==> config.mk <==
export PLATFORM = sky130hd
export DESIGN_NAME = axi_clint_xbar_flat
export DESIGN_NICKNAME = d
export VERILOG_FILES = /design/src/rtl/axi_clint_if.sv /design/src/rtl/axi_clint_xbar.sv /design/src/flat_wrapper.sv
export SDC_FILE = /design/constraint.sdc
export NUM_CORES = 1
export LEC_CHECK = 0
export CAP_MARGIN = 10
export CORE_AREA = 4 4 219 221
export CTS_CLUSTER_DIAMETER = 30
export CTS_CLUSTER_SIZE = 16
export DETAILED_ROUTE_END_ITERATION = 7
export DIE_AREA = 0 0 223 225
export GPL_TIMING_DRIVEN = 0
export PLACE_DENSITY = 0.45
export SYNTH_ARGS = -nofsm -noshare
export SYNTH_HDL_FRONTEND = slang
export SYNTH_SLANG_ARGS = --single-unit
==> constraint.sdc <==
create_clock -name clk -period 5.79 [get_ports clk]
set_clock_uncertainty 0.15 [all_clocks]
set_input_delay 1.158 -clock clk [delete_from_list [all_inputs] [get_ports clk]]
set_output_delay 1.158 -clock clk [all_outputs]
set_load 0.01 [all_outputs]
==> src/rtl/axi_clint_if.sv <==
`default_nettype none
// ============================================================================
// Module : axi_clint_if
// Brief  : AXI4 channel bundle (32-bit addr/data, 4-bit id) for the CLINT xbar
// Rev    : 1.0  initial release
// ============================================================================
interface axi_clint_if;
    logic [31:0] araddr;
    logic        arvalid;
    logic        arready;
    logic [3:0]  arid;
    logic [7:0]  arlen;
    logic [2:0]  arsize;
    logic [1:0]  arburst;
    logic [31:0] rdata;
    logic [1:0]  rresp;
    logic        rvalid;
    logic        rready;
    logic        rlast;
    logic [3:0]  rid;
    logic [31:0] awaddr;
    logic        awvalid;
    logic        awready;
    logic [3:0]  awid;
    logic [7:0]  awlen;
    logic [2:0]  awsize;
    logic [1:0]  awburst;
    logic [31:0] wdata;
    logic [3:0]  wstrb;
    logic        wvalid;
    logic        wready;
    logic        wlast;
    logic [1:0]  bresp;
    logic        bvalid;
    logic        bready;
    logic [3:0]  bid;

    modport master (
        output araddr, arvalid, arid, arlen, arsize, arburst, rready,
        output awaddr, awvalid, awid, awlen, awsize, awburst,
        output wdata, wstrb, wvalid, wlast, bready,
        input  arready, rdata, rresp, rvalid, rlast, rid,
        input  awready, wready, bresp, bvalid, bid
    );

    modport slave (
        input  araddr, arvalid, arid, arlen, arsize, arburst, rready,
        input  awaddr, awvalid, awid, awlen, awsize, awburst,
        input  wdata, wstrb, wvalid, wlast, bready,
        output arready, rdata, rresp, rvalid, rlast, rid,
        output awready, wready, bresp, bvalid, bid
    );
endinterface
`default_nettype wire

==> src/rtl/axi_clint_xbar.sv <==
`default_nettype none
// ============================================================================
// Module : axi_clint_xbar
// Brief  : 1-master/2-slave AXI4 router; CLINT window -> s0, all else -> s1
// Rev    : 1.0  initial release
// ============================================================================
module axi_clint_xbar #(
    parameter logic [31:0] CLINT_BASE = 32'h0200_0000,
    parameter logic [31:0] CLINT_SIZE = 32'h0001_0000
) (
    input  wire logic         clk,
    input  wire logic         rst,
    axi_clint_if.slave        m,
    axi_clint_if.master       s0,
    axi_clint_if.master       s1
);
    localparam logic [31:0] c_MASK = ~(CLINT_SIZE - 32'd1);

    typedef enum logic [1:0] {R_IDLE = 2'd0, R_REQ = 2'd1, R_RESP = 2'd2} rstate_t;
    typedef enum logic [1:0] {W_IDLE = 2'd0, W_REQ = 2'd1, W_RESP = 2'd2} wstate_t;

    rstate_t     r_rstate, w_rnext;
    wstate_t     r_wstate, w_wnext;
    logic [31:0] r_araddr, r_awaddr, r_wdata;
    logic [3:0]  r_arid, r_awid, r_wstrb;
    logic [7:0]  r_arlen, r_awlen;
    logic [2:0]  r_arsize, r_awsize;
    logic [1:0]  r_arburst, r_awburst;
    logic        r_wlast;
    // In W_IDLE these flag "channel captured"; in W_REQ they flag "handshake done downstream".
    logic        r_aw_flag, r_w_flag;

    logic w_rsel, w_wsel;
    logic w_ar_fire, w_sar_ready, w_sr_valid, w_sr_last;
    logic w_aw_fire, w_w_fire, w_saw_fire, w_sw_fire, w_sb_valid;

    assign w_rsel = ((r_araddr & c_MASK) != CLINT_BASE);
    assign w_wsel = ((r_awaddr & c_MASK) != CLINT_BASE);

    // ---------------- read path ----------------
    assign m.arready   = (r_rstate == R_IDLE) && !rst;
    assign w_ar_fire   = m.arvalid && m.arready;
    assign w_sar_ready = w_rsel ? s1.arready : s0.arready;
    assign w_sr_valid  = w_rsel ? s1.rvalid  : s0.rvalid;
    assign w_sr_last   = w_rsel ? s1.rlast   : s0.rlast;

    assign s0.arvalid = (r_rstate == R_REQ) && !w_rsel;
    assign s1.arvalid = (r_rstate == R_REQ) &&  w_rsel;
    assign s0.rready  = (r_rstate == R_RESP) && !w_rsel && m.rready;
    assign s1.rready  = (r_rstate == R_RESP) &&  w_rsel && m.rready;
    assign {s0.araddr, s0.arid, s0.arlen, s0.arsize, s0.arburst} =
           {r_araddr, r_arid, r_arlen, r_arsize, r_arburst};
    assign {s1.araddr, s1.arid, s1.arlen, s1.arsize, s1.arburst} =
           {r_araddr, r_arid, r_arlen, r_arsize, r_arburst};

    assign m.rvalid = (r_rstate == R_RESP) && w_sr_valid;
    assign m.rdata  = w_rsel ? s1.rdata : s0.rdata;
    assign m.rresp  = w_rsel ? s1.rresp : s0.rresp;
    assign m.rid    = w_rsel ? s1.rid   : s0.rid;
    assign m.rlast  = w_sr_last;

    always_comb begin
        w_rnext = r_rstate;
        case (r_rstate)
            R_IDLE:  if (w_ar_fire)   w_rnext = R_REQ;
            R_REQ:   if (w_sar_ready) w_rnext = R_RESP;
            R_RESP:  if (w_sr_valid && m.rready && w_sr_last) w_rnext = R_IDLE;
            default: w_rnext = R_IDLE;
        endcase
    end

    always_ff @(posedge clk or posedge rst) begin
        if (rst) begin
            r_rstate  <= R_IDLE;
            r_araddr  <= '0;
            r_arid    <= '0;
            r_arlen   <= '0;
            r_arsize  <= '0;
            r_arburst <= '0;
        end else begin
            r_rstate <= w_rnext;
            if (w_ar_fire) begin
                r_araddr  <= m.araddr;
                r_arid    <= m.arid;
                r_arlen   <= m.arlen;
                r_arsize  <= m.arsize;
                r_arburst <= m.arburst;
            end
        end
    end

    // ---------------- write path ----------------
    assign m.awready  = (r_wstate == W_IDLE) && !r_aw_flag && !rst;
    assign m.wready   = (r_wstate == W_IDLE) && !r_w_flag  && !rst;
    assign w_aw_fire  = m.awvalid && m.awready;
    assign w_w_fire   = m.wvalid  && m.wready;
    assign w_saw_fire = (r_wstate == W_REQ) && !r_aw_flag && (w_wsel ? s1.awready : s0.awready);
    assign w_sw_fire  = (r_wstate == W_REQ) && !r_w_flag  && (w_wsel ? s1.wready  : s0.wready);
    assign w_sb_valid = w_wsel ? s1.bvalid : s0.bvalid;

    assign s0.awvalid = (r_wstate == W_REQ) && !w_wsel && !r_aw_flag;
    assign s1.awvalid = (r_wstate == W_REQ) &&  w_wsel && !r_aw_flag;
    assign s0.wvalid  = (r_wstate == W_REQ) && !w_wsel && !r_w_flag;
    assign s1.wvalid  = (r_wstate == W_REQ) &&  w_wsel && !r_w_flag;
    assign s0.bready  = (r_wstate == W_RESP) && !w_wsel && m.bready;
    assign s1.bready  = (r_wstate == W_RESP) &&  w_wsel && m.bready;
    assign {s0.awaddr, s0.awid, s0.awlen, s0.awsize, s0.awburst} =
           {r_awaddr, r_awid, r_awlen, r_awsize, r_awburst};
    assign {s1.awaddr, s1.awid, s1.awlen, s1.awsize, s1.awburst} =
           {r_awaddr, r_awid, r_awlen, r_awsize, r_awburst};
    assign {s0.wdata, s0.wstrb, s0.wlast} = {r_wdata, r_wstrb, r_wlast};
    assign {s1.wdata, s1.wstrb, s1.wlast} = {r_wdata, r_wstrb, r_wlast};

    assign m.bvalid = (r_wstate == W_RESP) && w_sb_valid;
    assign m.bresp  = w_wsel ? s1.bresp : s0.bresp;
    assign m.bid    = w_wsel ? s1.bid   : s0.bid;

    always_comb begin
        w_wnext = r_wstate;
        case (r_wstate)
            W_IDLE:  if ((r_aw_flag || w_aw_fire) && (r_w_flag || w_w_fire))   w_wnext = W_REQ;
            W_REQ:   if ((r_aw_flag || w_saw_fire) && (r_w_flag || w_sw_fire)) w_wnext = W_RESP;
            W_RESP:  if (w_sb_valid && m.bready) w_wnext = W_IDLE;
            default: w_wnext = W_IDLE;
        endcase
    end

    always_ff @(posedge clk or posedge rst) begin
        if (rst) begin
            r_wstate  <= W_IDLE;
            r_aw_flag <= 1'b0;
            r_w_flag  <= 1'b0;
            r_awaddr  <= '0;
            r_awid    <= '0;
            r_awlen   <= '0;
            r_awsize  <= '0;
            r_awburst <= '0;
            r_wdata   <= '0;
            r_wstrb   <= '0;
            r_wlast   <= 1'b0;
        end else begin
            r_wstate <= w_wnext;
            if (w_wnext != r_wstate) begin
                r_aw_flag <= 1'b0;
                r_w_flag  <= 1'b0;
            end else if (r_wstate == W_IDLE) begin
                if (w_aw_fire) r_aw_flag <= 1'b1;
                if (w_w_fire)  r_w_flag  <= 1'b1;
            end else if (r_wstate == W_REQ) begin
                if (w_saw_fire) r_aw_flag <= 1'b1;
                if (w_sw_fire)  r_w_flag  <= 1'b1;
            end
            if (w_aw_fire) begin
                r_awaddr  <= m.awaddr;
                r_awid    <= m.awid;
                r_awlen   <= m.awlen;
                r_awsize  <= m.awsize;
                r_awburst <= m.awburst;
            end
            if (w_w_fire) begin
                r_wdata <= m.wdata;
                r_wstrb <= m.wstrb;
                r_wlast <= m.wlast;
            end
        end
    end
endmodule
`default_nettype wire

==> src/flat_wrapper.sv <==
// flat-port wrapper written by rule: the top's interface ports become plain ports
module axi_clint_xbar_flat 
#(
    parameter logic [31:0] CLINT_BASE = 32'h0200_0000,
    parameter logic [31:0] CLINT_SIZE = 32'h0001_0000
)
  (clk, rst, m_araddr, m_arvalid, m_arid, m_arlen, m_arsize, m_arburst, m_rready, m_awaddr, m_awvalid, m_awid, m_awlen, m_awsize, m_awburst, m_wdata, m_wstrb, m_wvalid, m_wlast, m_bready, m_arready, m_rdata, m_rresp, m_rvalid, m_rlast, m_rid, m_awready, m_wready, m_bresp, m_bvalid, m_bid, s0_araddr, s0_arvalid, s0_arid, s0_arlen, s0_arsize, s0_arburst, s0_rready, s0_awaddr, s0_awvalid, s0_awid, s0_awlen, s0_awsize, s0_awburst, s0_wdata, s0_wstrb, s0_wvalid, s0_wlast, s0_bready, s0_arready, s0_rdata, s0_rresp, s0_rvalid, s0_rlast, s0_rid, s0_awready, s0_wready, s0_bresp, s0_bvalid, s0_bid, s1_araddr, s1_arvalid, s1_arid, s1_arlen, s1_arsize, s1_arburst, s1_rready, s1_awaddr, s1_awvalid, s1_awid, s1_awlen, s1_awsize, s1_awburst, s1_wdata, s1_wstrb, s1_wvalid, s1_wlast, s1_bready, s1_arready, s1_rdata, s1_rresp, s1_rvalid, s1_rlast, s1_rid, s1_awready, s1_wready, s1_bresp, s1_bvalid, s1_bid);
  axi_clint_if m_i ();
  axi_clint_if s0_i ();
  axi_clint_if s1_i ();
  input  wire logic clk;
  input  wire logic rst;
  input wire logic [$bits(m_i.araddr)-1:0] m_araddr;
  input wire logic [$bits(m_i.arvalid)-1:0] m_arvalid;
  input wire logic [$bits(m_i.arid)-1:0] m_arid;
  input wire logic [$bits(m_i.arlen)-1:0] m_arlen;
  input wire logic [$bits(m_i.arsize)-1:0] m_arsize;
  input wire logic [$bits(m_i.arburst)-1:0] m_arburst;
  input wire logic [$bits(m_i.rready)-1:0] m_rready;
  input wire logic [$bits(m_i.awaddr)-1:0] m_awaddr;
  input wire logic [$bits(m_i.awvalid)-1:0] m_awvalid;
  input wire logic [$bits(m_i.awid)-1:0] m_awid;
  input wire logic [$bits(m_i.awlen)-1:0] m_awlen;
  input wire logic [$bits(m_i.awsize)-1:0] m_awsize;
  input wire logic [$bits(m_i.awburst)-1:0] m_awburst;
  input wire logic [$bits(m_i.wdata)-1:0] m_wdata;
  input wire logic [$bits(m_i.wstrb)-1:0] m_wstrb;
  input wire logic [$bits(m_i.wvalid)-1:0] m_wvalid;
  input wire logic [$bits(m_i.wlast)-1:0] m_wlast;
  input wire logic [$bits(m_i.bready)-1:0] m_bready;
  output wire logic [$bits(m_i.arready)-1:0] m_arready;
  output wire logic [$bits(m_i.rdata)-1:0] m_rdata;
  output wire logic [$bits(m_i.rresp)-1:0] m_rresp;
  output wire logic [$bits(m_i.rvalid)-1:0] m_rvalid;
  output wire logic [$bits(m_i.rlast)-1:0] m_rlast;
  output wire logic [$bits(m_i.rid)-1:0] m_rid;
  output wire logic [$bits(m_i.awready)-1:0] m_awready;
  output wire logic [$bits(m_i.wready)-1:0] m_wready;
  output wire logic [$bits(m_i.bresp)-1:0] m_bresp;
  output wire logic [$bits(m_i.bvalid)-1:0] m_bvalid;
  output wire logic [$bits(m_i.bid)-1:0] m_bid;
  output wire logic [$bits(s0_i.araddr)-1:0] s0_araddr;
  output wire logic [$bits(s0_i.arvalid)-1:0] s0_arvalid;
  output wire logic [$bits(s0_i.arid)-1:0] s0_arid;
  output wire logic [$bits(s0_i.arlen)-1:0] s0_arlen;
  output wire logic [$bits(s0_i.arsize)-1:0] s0_arsize;
  output wire logic [$bits(s0_i.arburst)-1:0] s0_arburst;
  output wire logic [$bits(s0_i.rready)-1:0] s0_rready;
  output wire logic [$bits(s0_i.awaddr)-1:0] s0_awaddr;
  output wire logic [$bits(s0_i.awvalid)-1:0] s0_awvalid;
  output wire logic [$bits(s0_i.awid)-1:0] s0_awid;
  output wire logic [$bits(s0_i.awlen)-1:0] s0_awlen;
  output wire logic [$bits(s0_i.awsize)-1:0] s0_awsize;
  output wire logic [$bits(s0_i.awburst)-1:0] s0_awburst;
  output wire logic [$bits(s0_i.wdata)-1:0] s0_wdata;
  output wire logic [$bits(s0_i.wstrb)-1:0] s0_wstrb;
  output wire logic [$bits(s0_i.wvalid)-1:0] s0_wvalid;
  output wire logic [$bits(s0_i.wlast)-1:0] s0_wlast;
  output wire logic [$bits(s0_i.bready)-1:0] s0_bready;
  input wire logic [$bits(s0_i.arready)-1:0] s0_arready;
  input wire logic [$bits(s0_i.rdata)-1:0] s0_rdata;
  input wire logic [$bits(s0_i.rresp)-1:0] s0_rresp;
  input wire logic [$bits(s0_i.rvalid)-1:0] s0_rvalid;
  input wire logic [$bits(s0_i.rlast)-1:0] s0_rlast;
  input wire logic [$bits(s0_i.rid)-1:0] s0_rid;
  input wire logic [$bits(s0_i.awready)-1:0] s0_awready;
  input wire logic [$bits(s0_i.wready)-1:0] s0_wready;
  input wire logic [$bits(s0_i.bresp)-1:0] s0_bresp;
  input wire logic [$bits(s0_i.bvalid)-1:0] s0_bvalid;
  input wire logic [$bits(s0_i.bid)-1:0] s0_bid;
  output wire logic [$bits(s1_i.araddr)-1:0] s1_araddr;
  output wire logic [$bits(s1_i.arvalid)-1:0] s1_arvalid;
  output wire logic [$bits(s1_i.arid)-1:0] s1_arid;
  output wire logic [$bits(s1_i.arlen)-1:0] s1_arlen;
  output wire logic [$bits(s1_i.arsize)-1:0] s1_arsize;
  output wire logic [$bits(s1_i.arburst)-1:0] s1_arburst;
  output wire logic [$bits(s1_i.rready)-1:0] s1_rready;
  output wire logic [$bits(s1_i.awaddr)-1:0] s1_awaddr;
  output wire logic [$bits(s1_i.awvalid)-1:0] s1_awvalid;
  output wire logic [$bits(s1_i.awid)-1:0] s1_awid;
  output wire logic [$bits(s1_i.awlen)-1:0] s1_awlen;
  output wire logic [$bits(s1_i.awsize)-1:0] s1_awsize;
  output wire logic [$bits(s1_i.awburst)-1:0] s1_awburst;
  output wire logic [$bits(s1_i.wdata)-1:0] s1_wdata;
  output wire logic [$bits(s1_i.wstrb)-1:0] s1_wstrb;
  output wire logic [$bits(s1_i.wvalid)-1:0] s1_wvalid;
  output wire logic [$bits(s1_i.wlast)-1:0] s1_wlast;
  output wire logic [$bits(s1_i.bready)-1:0] s1_bready;
  input wire logic [$bits(s1_i.arready)-1:0] s1_arready;
  input wire logic [$bits(s1_i.rdata)-1:0] s1_rdata;
  input wire logic [$bits(s1_i.rresp)-1:0] s1_rresp;
  input wire logic [$bits(s1_i.rvalid)-1:0] s1_rvalid;
  input wire logic [$bits(s1_i.rlast)-1:0] s1_rlast;
  input wire logic [$bits(s1_i.rid)-1:0] s1_rid;
  input wire logic [$bits(s1_i.awready)-1:0] s1_awready;
  input wire logic [$bits(s1_i.wready)-1:0] s1_wready;
  input wire logic [$bits(s1_i.bresp)-1:0] s1_bresp;
  input wire logic [$bits(s1_i.bvalid)-1:0] s1_bvalid;
  input wire logic [$bits(s1_i.bid)-1:0] s1_bid;
  assign m_i.araddr = m_araddr;
  assign m_i.arvalid = m_arvalid;
  assign m_i.arid = m_arid;
  assign m_i.arlen = m_arlen;
  assign m_i.arsize = m_arsize;
  assign m_i.arburst = m_arburst;
  assign m_i.rready = m_rready;
  assign m_i.awaddr = m_awaddr;
  assign m_i.awvalid = m_awvalid;
  assign m_i.awid = m_awid;
  assign m_i.awlen = m_awlen;
  assign m_i.awsize = m_awsize;
  assign m_i.awburst = m_awburst;
  assign m_i.wdata = m_wdata;
  assign m_i.wstrb = m_wstrb;
  assign m_i.wvalid = m_wvalid;
  assign m_i.wlast = m_wlast;
  assign m_i.bready = m_bready;
  assign m_arready = m_i.arready;
  assign m_rdata = m_i.rdata;
  assign m_rresp = m_i.rresp;
  assign m_rvalid = m_i.rvalid;
  assign m_rlast = m_i.rlast;
  assign m_rid = m_i.rid;
  assign m_awready = m_i.awready;
  assign m_wready = m_i.wready;
  assign m_bresp = m_i.bresp;
  assign m_bvalid = m_i.bvalid;
  assign m_bid = m_i.bid;
  assign s0_araddr = s0_i.araddr;
  assign s0_arvalid = s0_i.arvalid;
  assign s0_arid = s0_i.arid;
  assign s0_arlen = s0_i.arlen;
  assign s0_arsize = s0_i.arsize;
  assign s0_arburst = s0_i.arburst;
  assign s0_rready = s0_i.rready;
  assign s0_awaddr = s0_i.awaddr;
  assign s0_awvalid = s0_i.awvalid;
  assign s0_awid = s0_i.awid;
  assign s0_awlen = s0_i.awlen;
  assign s0_awsize = s0_i.awsize;
  assign s0_awburst = s0_i.awburst;
  assign s0_wdata = s0_i.wdata;
  assign s0_wstrb = s0_i.wstrb;
  assign s0_wvalid = s0_i.wvalid;
  assign s0_wlast = s0_i.wlast;
  assign s0_bready = s0_i.bready;
  assign s0_i.arready = s0_arready;
  assign s0_i.rdata = s0_rdata;
  assign s0_i.rresp = s0_rresp;
  assign s0_i.rvalid = s0_rvalid;
  assign s0_i.rlast = s0_rlast;
  assign s0_i.rid = s0_rid;
  assign s0_i.awready = s0_awready;
  assign s0_i.wready = s0_wready;
  assign s0_i.bresp = s0_bresp;
  assign s0_i.bvalid = s0_bvalid;
  assign s0_i.bid = s0_bid;
  assign s1_araddr = s1_i.araddr;
  assign s1_arvalid = s1_i.arvalid;
  assign s1_arid = s1_i.arid;
  assign s1_arlen = s1_i.arlen;
  assign s1_arsize = s1_i.arsize;
  assign s1_arburst = s1_i.arburst;
  assign s1_rready = s1_i.rready;
  assign s1_awaddr = s1_i.awaddr;
  assign s1_awvalid = s1_i.awvalid;
  assign s1_awid = s1_i.awid;
  assign s1_awlen = s1_i.awlen;
  assign s1_awsize = s1_i.awsize;
  assign s1_awburst = s1_i.awburst;
  assign s1_wdata = s1_i.wdata;
  assign s1_wstrb = s1_i.wstrb;
  assign s1_wvalid = s1_i.wvalid;
  assign s1_wlast = s1_i.wlast;
  assign s1_bready = s1_i.bready;
  assign s1_i.arready = s1_arready;
  assign s1_i.rdata = s1_rdata;
  assign s1_i.rresp = s1_rresp;
  assign s1_i.rvalid = s1_rvalid;
  assign s1_i.rlast = s1_rlast;
  assign s1_i.rid = s1_rid;
  assign s1_i.awready = s1_awready;
  assign s1_i.wready = s1_wready;
  assign s1_i.bresp = s1_bresp;
  assign s1_i.bvalid = s1_bvalid;
  assign s1_i.bid = s1_bid;
  axi_clint_xbar #(.CLINT_BASE(CLINT_BASE), .CLINT_SIZE(CLINT_SIZE)) u_core (.clk(clk), .rst(rst), .m(m_i), .s0(s0_i), .s1(s1_i));
endmodule
# Word level (Yosys, flattened, before mapping)

Cells that the tools add are included.

Register bits after elaboration: 141
Input port bits: 242
Output and inout port bits: 330
Logic and storage cells: 110

Equal/unequal tests: 12
Mux-type cells: 29
Reductions and logical operators: 52

Operators with widths:

| operator               | count |
|---|---|
| $logic_and A1 B1 Y1    | 35 |
| $mux W32               | 1 |
| $ne A16 B10 Y1 const B | 2 |
| $mux W1                | 16 |
| $mux W2                | 8 |
| $pmux W2 S3            | 2 |
| $reduce_and A3 Y1      | 3 |
| $reduce_bool A3 Y1     | 3 |
| $mux W4                | 2 |
| $ne A3 B1 Y1 const B   | 2 |
| $logic_not A1 Y1       | 5 |
| $eq A2 B1 Y1 const B   | 2 |
| $eq A2 B2 Y1 const B   | 2 |
| $logic_not A2 Y1       | 2 |
| $logic_or A1 B1 Y1     | 4 |
| $ne A2 B1 Y1 const B   | 2 |
| $ne A2 B2 Y1           | 1 |
| $ne A2 B2 Y1 const B   | 1 |

# Depth between registers and ports, before layout

Gate-level depths: netlist (run 1).

Depth after elaboration: 11
Gate-level depth with buffers: 7

# Least setup slack after synthesis (run 1)

Ideal clock, no wire load.

Path type: in2out
Start: input port rst
End: output port m_awready
Arrival: 1.626 ns
Data required time: 4.482 ns
Slack: 2.856 ns
Stages: 2
Buffers on the path: 0
Cells stage by stage: or3_4 nor2_4

Word-level cells in the longest chain between the ends: 2

Ends and longest elaborated chain:

| element             | RTL line             | text |
|---|---|---|
| start, declared     | flat_wrapper.sv:12   | `input wire logic rst;` |
| $logic_not A1 Y1    | axi_clint_xbar.sv:93 | `assign m.awready = (r_wstate == W_IDLE) && !r_aw_flag && !rst;` |
| $logic_and A1 B1 Y1 | axi_clint_xbar.sv:93 |  |
| end, declared       | flat_wrapper.sv:37   | `output wire logic [$bits(m_i.awready)-1:0] m_awready;` |

Every way passes these cells.

# Final worst setup path (run 1)

Start: register u_core.r_awaddr[31] (netlist: u_core.s0.awaddr[31])
End: output port m_bresp[0]

Word-level cells in the longest chain between the ends: 2

Ends and longest elaborated chain:

| element                | RTL line              | text |
|---|---|---|
| start, declared        | axi_clint_xbar.sv:24  | `logic [31:0] r_araddr, r_awaddr, r_wdata;` |
| start signal, assigned | axi_clint_xbar.sv:154 | `r_awaddr <= m.awaddr;` |
| $ne A16 B10 Y1         | axi_clint_xbar.sv:38  | `assign w_wsel = ((r_awaddr & c_MASK) != CLINT_BASE);` |
| $mux W2                | axi_clint_xbar.sv:115 | `assign m.bresp = w_wsel ? s1.bresp : s0.bresp;` |
| end, declared          | flat_wrapper.sv:39    | `output wire logic [$bits(m_i.bresp)-1:0] m_bresp;` |

Every way passes these cells.

==> impl_metrics.env, run 1 <==
export IMPL_status="finished, final reports clean"
export IMPL_dp_hpwl_um=27670
export IMPL_synth_main_ff_cell="dfrtp_1"
export IMPL_timing_fmax_ghz=0.2004
export IMPL_antenna_left=0
export IMPL_cp_end_kind="output pin"
export IMPL_worst_pin_slew_ps=806.1
export IMPL_grt_max_degree=83
export IMPL_coreArea_sq_um=46160
export IMPL_clk_path_buf_depth=2
export IMPL_slew_headroom_pct=46.10
export IMPL_setup_viol=0
export IMPL_maxCapViolCount=0
export IMPL_syn_area_per_cell_sq_um=13.02
export IMPL_ys_seq_area_share_pct=48.99
export IMPL_fin_area_sq_um=14330
export IMPL_avgRoutedWirePerCell_um=19.06
export IMPL_yosysUniqueCellTypes=36
export IMPL_synth_top_cell_by_area="dfrtp_1"
export IMPL_yosys_warnings=0
export IMPL_final_common_cell="clkdlybuf4s50_1"
export IMPL_gr_usage_met1_pct=16.44
export IMPL_synth_seq_cells=141
export IMPL_p_per_area_nw_per_um2=524.0
export IMPL_synth_edff_count=0
export IMPL_required_ps=4480
export IMPL_layout_common_cells="clkdlybuf4s50_1, mux2_2, dfrtp_1"
export IMPL_cts_buffers=17
export IMPL_worstPathArrival_ps=3680
export IMPL_grt_pass1_wl_um=47180
export IMPL_antenna_cells=0
export IMPL_final_util_pct=31.04
export IMPL_ir_drop_uv=246.5
export IMPL_cts_hold_buf=0
export IMPL_portBuffers=571
export IMPL_insertion_delay_ps=470
export IMPL_multi_input_area_sq_um=2507
export IMPL_synth_area_sq_um=7202
export IMPL_slowest_stage="nand4_1"
export IMPL_grt_pass1_vias=6750
export IMPL_total_leakage_power_nw=5.888
export IMPL_use_met3_pct=3.595
export IMPL_num_io_pins=572
export IMPL_clock_tree_root_cell="clkbuf_16"
export IMPL_cts_clk_slew_worst_paths_ps=60
export IMPL_via_per_inst=3.624
export IMPL_vias=6389
export IMPL_netlist_top_cells_area="dfrtp_1, mux2_2, buf_4"
export IMPL_drc_errors=0
export IMPL_tritoncts="built"
export IMPL_finalMaxSlewViolations=0
export IMPL_critPathLaunchType="flip-flop"
export IMPL_overflow=0
export IMPL_area_growth_pct=98.98
export IMPL_synth_top_area_share_pct=48.99
export IMPL_post_cts_resized=0
export IMPL_path_cells="nor4_1, nand4_1, clkbuf_1, mux2_2, clkdlybuf4s50_1"
export IMPL_power_total_mw=7.509
export IMPL_antenna_found_initial=3
export IMPL_dpl_instance_area_sq_um=13710
export IMPL_met2_usage_pct=20.91
export IMPL_gr_max_usage_layer="met2"
export IMPL_dr_first_iter_drc_count=167
export IMPL_grt_total_usage_pct=12.83
export IMPL_synthCells=553
export IMPL_cts_setup_buffers=0
export IMPL_dr_pass1_iters=4
export IMPL_die_h_um=225
export IMPL_gp_congestion=0.7499
export IMPL_htreeDepth=4
export IMPL_critPathKind="flip-flop to output pin"
export IMPL_hold_viol=0
export IMPL_slowest_delay_ps=750
export IMPL_layout_drive_gt1_share_pct=32.09
export IMPL_cts_sinks=141
export IMPL_fillers=4770
export IMPL_finalNetCount=1386
export IMPL_layout_area_seq_sq_um=3528
export IMPL_dieArea_sq_um=50180
export IMPL_initial_core_util_pct=15.60
export IMPL_worst_path_max_fanout=10
export IMPL_rows=79
export IMPL_synth_async_sr_flop_share_pct=100.0
export IMPL_die_w_um=223
export IMPL_rsz0062_at_grt="false"
export IMPL_synth_net_count=795
export IMPL_totalWireLength_um=33610
export IMPL_period_minus_slack_ps=4991
export IMPL_period_share_pct=86.19
export IMPL_hp_class="flip-flop to flip-flop"
[sequential cells by signal, summed over array words and instances (netlist names)]
| signal | count |
|---|---|
| u_core.s0.awsize | 3 |
| u_core.s0.awid | 4 |
| u_core.r_wstate | 2 |
| u_core.s0.arlen | 8 |
| u_core.s0.wstrb | 4 |
| u_core.s0.arsize | 3 |
| u_core.s0.wdata | 32 |
| u_core.s0.arid | 4 |
| u_core.s0.awaddr | 32 |
| u_core.r_aw_flag | 1 |
| u_core.r_rstate | 2 |
| u_core.s0.wlast | 1 |
| u_core.s0.araddr | 32 |
| u_core.s0.awburst | 2 |
| u_core.s0.awlen | 8 |
| u_core.r_w_flag | 1 |
| u_core.s0.arburst | 2 |
[cell usage after synthesis, types with 5 or more instances]
| master | number |
|---|---|
| dfrtp_1 | 141 |
| mux2_2 | 168 |
| o22ai_1 | 5 |
| mux2_4 | 10 |
| nor2b_1 | 5 |
| buf_2 | 17 |
| clkbuf_1 | 5 |
| nor2_1 | 7 |
| nor4_1 | 6 |
| buf_4 | 135 |
| nand2_1 | 7 |
| mux2_1 | 5 |
[cell families after synthesis]
| kind of cell | after synthesis | synth area share (%) |
|---|---|---|
| simple gates | 46 | 3.787 |
| mux | 186 | 29.55 |
| buf+inv | 164 | 16.19 |
| compound gates | 16 | 1.477 |
| flops | 141 | 48.99 |
[cell type report]
cell class              instances  area share (%)
repair buffers                572           40.08
flip-flops and latches        141           24.62
multi-input cells             248           17.50
plain buffers                 160           8.033
well taps                     607           5.300
clock buffers                  21           3.353
clock inverters                10          0.9604
inverters                       4          0.1572
[critical path: cells and delay by family, from the launching register on]
| kind | cells | cell delay [ps] |
|---|---|---|
| simple gates | 2 | 1280 |
| buf+inv | 2 | 1110 |
| flops | 1 | 440 |
| mux | 1 | 390 |
[path summary, 6_finish.rpt]
check	from	endpoint	slack (ps)	cells past startpoint
hold / removal	u_core.s0.wdata[17]	u_core.s0.wdata[17]	370	1
min in group asynchronous	rst	u_core.r_wstate[1]	1180	2
hold reg to reg	u_core.s0.wdata[17]	u_core.s0.wdata[17]	370	1
max in group asynchronous	rst	u_core.s0.araddr[13]	3530	3
setup / recovery	u_core.s0.awaddr[31]	m_bresp[0]	800	5
setup reg to reg	u_core.s0.awaddr[31]	u_core.r_w_flag	2840	5
[per-layer routing]
metal / vias up / wire (um)
met4: 0 / 521
met5: - / 0
li1: 2965 / -
met1: 3130 / 14400
met2: 273 / 16410
met3: 21 / 2276
[where the power goes]
| part | switching [mW] | internal [mW] |
|---|---|---|
| Clock | 0.460 | 0.718 |
| Sequential | 0.506 | 1.49 |
| Combinational | 1.47 | 2.87 |
[per-stage QoR]
stage | hold slack [ps] | TNS [ps] | cells | setup WS, ps
global route | 393.8 | 0 | 1763 | 586.2
floorplan | 382.8 | 0 | 553 | 700.8
CTS | 376.7 | 0 | 1763 | 597.6
finish | 373.2 | 0 | 1763 | 799.4
global placement | 354.2 | -335870 | 1731 | -2401
detailed placement | 362.1 | 0 | 1732 | 1156
(Power assumes the default switching activity.)
==> run 2: changes to the inputs <==
--- a/config.mk
+++ b/config.mk
@@ -6,13 +6,14 @@
 export NUM_CORES = 1
 export LEC_CHECK = 0
 export CAP_MARGIN = 10
-export CORE_AREA = 4 4 219 221
+export CORE_AREA = 4 4 221 223
 export CTS_CLUSTER_DIAMETER = 30
 export CTS_CLUSTER_SIZE = 16
 export DETAILED_ROUTE_END_ITERATION = 7
-export DIE_AREA = 0 0 223 225
+export DIE_AREA = 0 0 225 227
 export GPL_TIMING_DRIVEN = 0
 export PLACE_DENSITY = 0.45
+export REMOVE_ABC_BUFFERS = 1
 export SYNTH_ARGS = -nofsm -noshare
 export SYNTH_HDL_FRONTEND = slang
 export SYNTH_SLANG_ARGS = --single-unit
==> impl_metrics.env, run 2 (synthesis gave the netlist of run 1 again) <==
export IMPL_worst_path_max_fanout=16
export IMPL_timing_fmax_ghz=0.1992
export IMPL_p_per_area_nw_per_um2=502.9
export IMPL_pwr_share_clk_pct=15.5
export IMPL_final_common_cell="clkdlybuf4s50_1"
export IMPL_clock_tree_root_cell="clkbuf_16"
export IMPL_clk_path_buf_depth=2
export IMPL_post_cts_resized=0
export IMPL_netSwitchingFraction_pct=34.55
export IMPL_worst_pin_slew_ps=973.0
export IMPL_rsz0062_at_grt="false"
export IMPL_p_comb_share_pct=53.7
export IMPL_required_ps=4480
export IMPL_area_growth_pct=83.36
export IMPL_cts_sinks=141
export IMPL_gp_congestion=0.7399
export IMPL_cp_num_buf_inv=1
export IMPL_ir_drop_uv=290.4
export IMPL_avgRoutedWirePerCell_um=19.28
export IMPL_finalNetCount=1232
export IMPL_grt_total_usage_pct=11.71
export IMPL_antenna_left=0
export IMPL_tritoncts="built"
export IMPL_finalSetupTns_ps=0
export IMPL_antenna_found_initial=1
export IMPL_dr_pass1_iters=4
export IMPL_timing_hold_ws_ps=365.9
export IMPL_cts_hold_buf=0
export IMPL_fillers=4886
export IMPL_worstPathArrival_ps=3710
export IMPL_cts_clk_slew_worst_paths_ps=60
export IMPL_maxCapViolCount=0
export IMPL_initial_core_util_pct=15.47
export IMPL_portBuffers=571
export IMPL_coreArea_sq_um=46560
export IMPL_critPathLaunchType="flip-flop"
export IMPL_layout_drive_gt1_share_pct=22.23
export IMPL_period_minus_slack_ps=5019
export IMPL_die_w_um=225
export IMPL_overflow=0
export IMPL_slowest_delay_ps=850
export IMPL_path_delay_family="simple AND/OR/NAND/NOR gates"
export IMPL_insertion_delay_ps=460
export IMPL_net_switching_power_mw=2.294
export IMPL_grt_pass1_wl_um=43810
export IMPL_cts_setup_buffers=0
export IMPL_total_leakage_power_nw=5.156
export IMPL_layout_common_cells="clkdlybuf4s50_1, mux2_2, dfrtp_1"
export IMPL_totalWireLength_um=31050
export IMPL_vias=5844
export IMPL_setup_viol=0
export IMPL_grt_pass1_vias=6591
export IMPL_path_cells="nor4b_1, nand4_1, mux2i_1, nor2_1, clkdlybuf4s50_1"
export IMPL_dr_first_iter_drc_count=179
export IMPL_num_io_pins=572
export IMPL_period_share_pct=86.69
export IMPL_hold_viol=0
export IMPL_drc_errors=0
export IMPL_slowest_stage="nand4_1"
export IMPL_htreeDepth=4
export IMPL_hp_class="flip-flop to flip-flop"
export IMPL_grt_max_degree=97
export IMPL_rows=79
export IMPL_slew_headroom_pct=34.94
export IMPL_layout_area_seq_sq_um=3528
export IMPL_cts_buffers=17
export IMPL_via_per_inst=3.628
export IMPL_critPathKind="flip-flop to output pin"
export IMPL_dieArea_sq_um=51080
export IMPL_finalMaxSlewViolations=0
export IMPL_seqPwrFrac_pct=30.8
export IMPL_dp_hpwl_um=25530
export IMPL_die_h_um=227
export IMPL_power_internal_mw=4.346
export IMPL_status="finished, final reports clean"
export IMPL_cp_end_kind="output pin"
export IMPL_multi_input_area_sq_um=2511
==> run 2: cell count changes in the layout (fill, tap and decap cells not counted), sizes merged <==
cell	previous run	this run
clkinvlp	2	4
clkinv	5	2
buf	156	7
bufinv	3	0
clkbuf	26	19
diode	0	1
inv	4	11
==> run 2: cell type report <==
class                      count  share of cell area [%]
tap                          607                   5.751
clock inverter                13                  0.7864
antenna                        1                 0.01895
timing repair buffer         578                   44.26
clock buffer                  19                   3.278
sequential                   141                   26.72
inverter                       4                  0.1706
multi-input combinational    248                   19.02
==> run 2: power groups by stage <==
stage                     registers (mW)  clock network [mW]  logic [mW]
final                               2.05                1.03        3.57
after global routing                2.13                1.12        3.77
after CTS                           2.07                1.09        3.63
after detailed placement            2.07                   0        3.61
after global placement              2.07                   0        3.59
after floorplan                     2.38                   0       0.727
==> run 2: path summary, 6_finish.rpt <==
path	slack, ps	startpoint	cells after the start	to
max reg2reg	2650	u_core.s0.awaddr[23]	5	u_core.r_w_flag
min in group asynchronous	1180	rst	2	u_core.r_wstate[1]
max in group asynchronous	3480	rst	3	u_core.s0.awlen[0]
min	370	u_core.s0.wdata[2]	1	u_core.s0.wdata[2]
min reg2reg	370	u_core.s0.wdata[2]	1	u_core.s0.wdata[2]
max	770	u_core.s0.awaddr[23]	5	m_bvalid
==> run 2: metal layers <==
layer | up-vias | wire length [um] | GRT usage, %
met2 | 346 | 16550 | 21.59
met3 | 16 | 2849 | 4.926
met5 | - | 0 | 0
li1 | 2660 | - | -
met4 | 0 | 342 | 3.557
met1 | 2822 | 11310 | 12.13
==> run 2: metrics by stage <==
step | worst slack (ps) | instance area, sq um | power (mW) | instances | util, %
after floorplan | 700.8 | 6051 | 3.107 | 393 | -
after global placement | -2345 | 12530 | 5.665 | 1571 | 26.90
after detailed placement | 932.4 | 12670 | 5.690 | 1578 | 27.21
after CTS | 397.8 | 13200 | 6.786 | 1610 | 28.36
after global routing | 279.5 | 13210 | 7.020 | 1611 | 28.36
final | 770.6 | 13210 | 6.640 | 1611 | 28.36
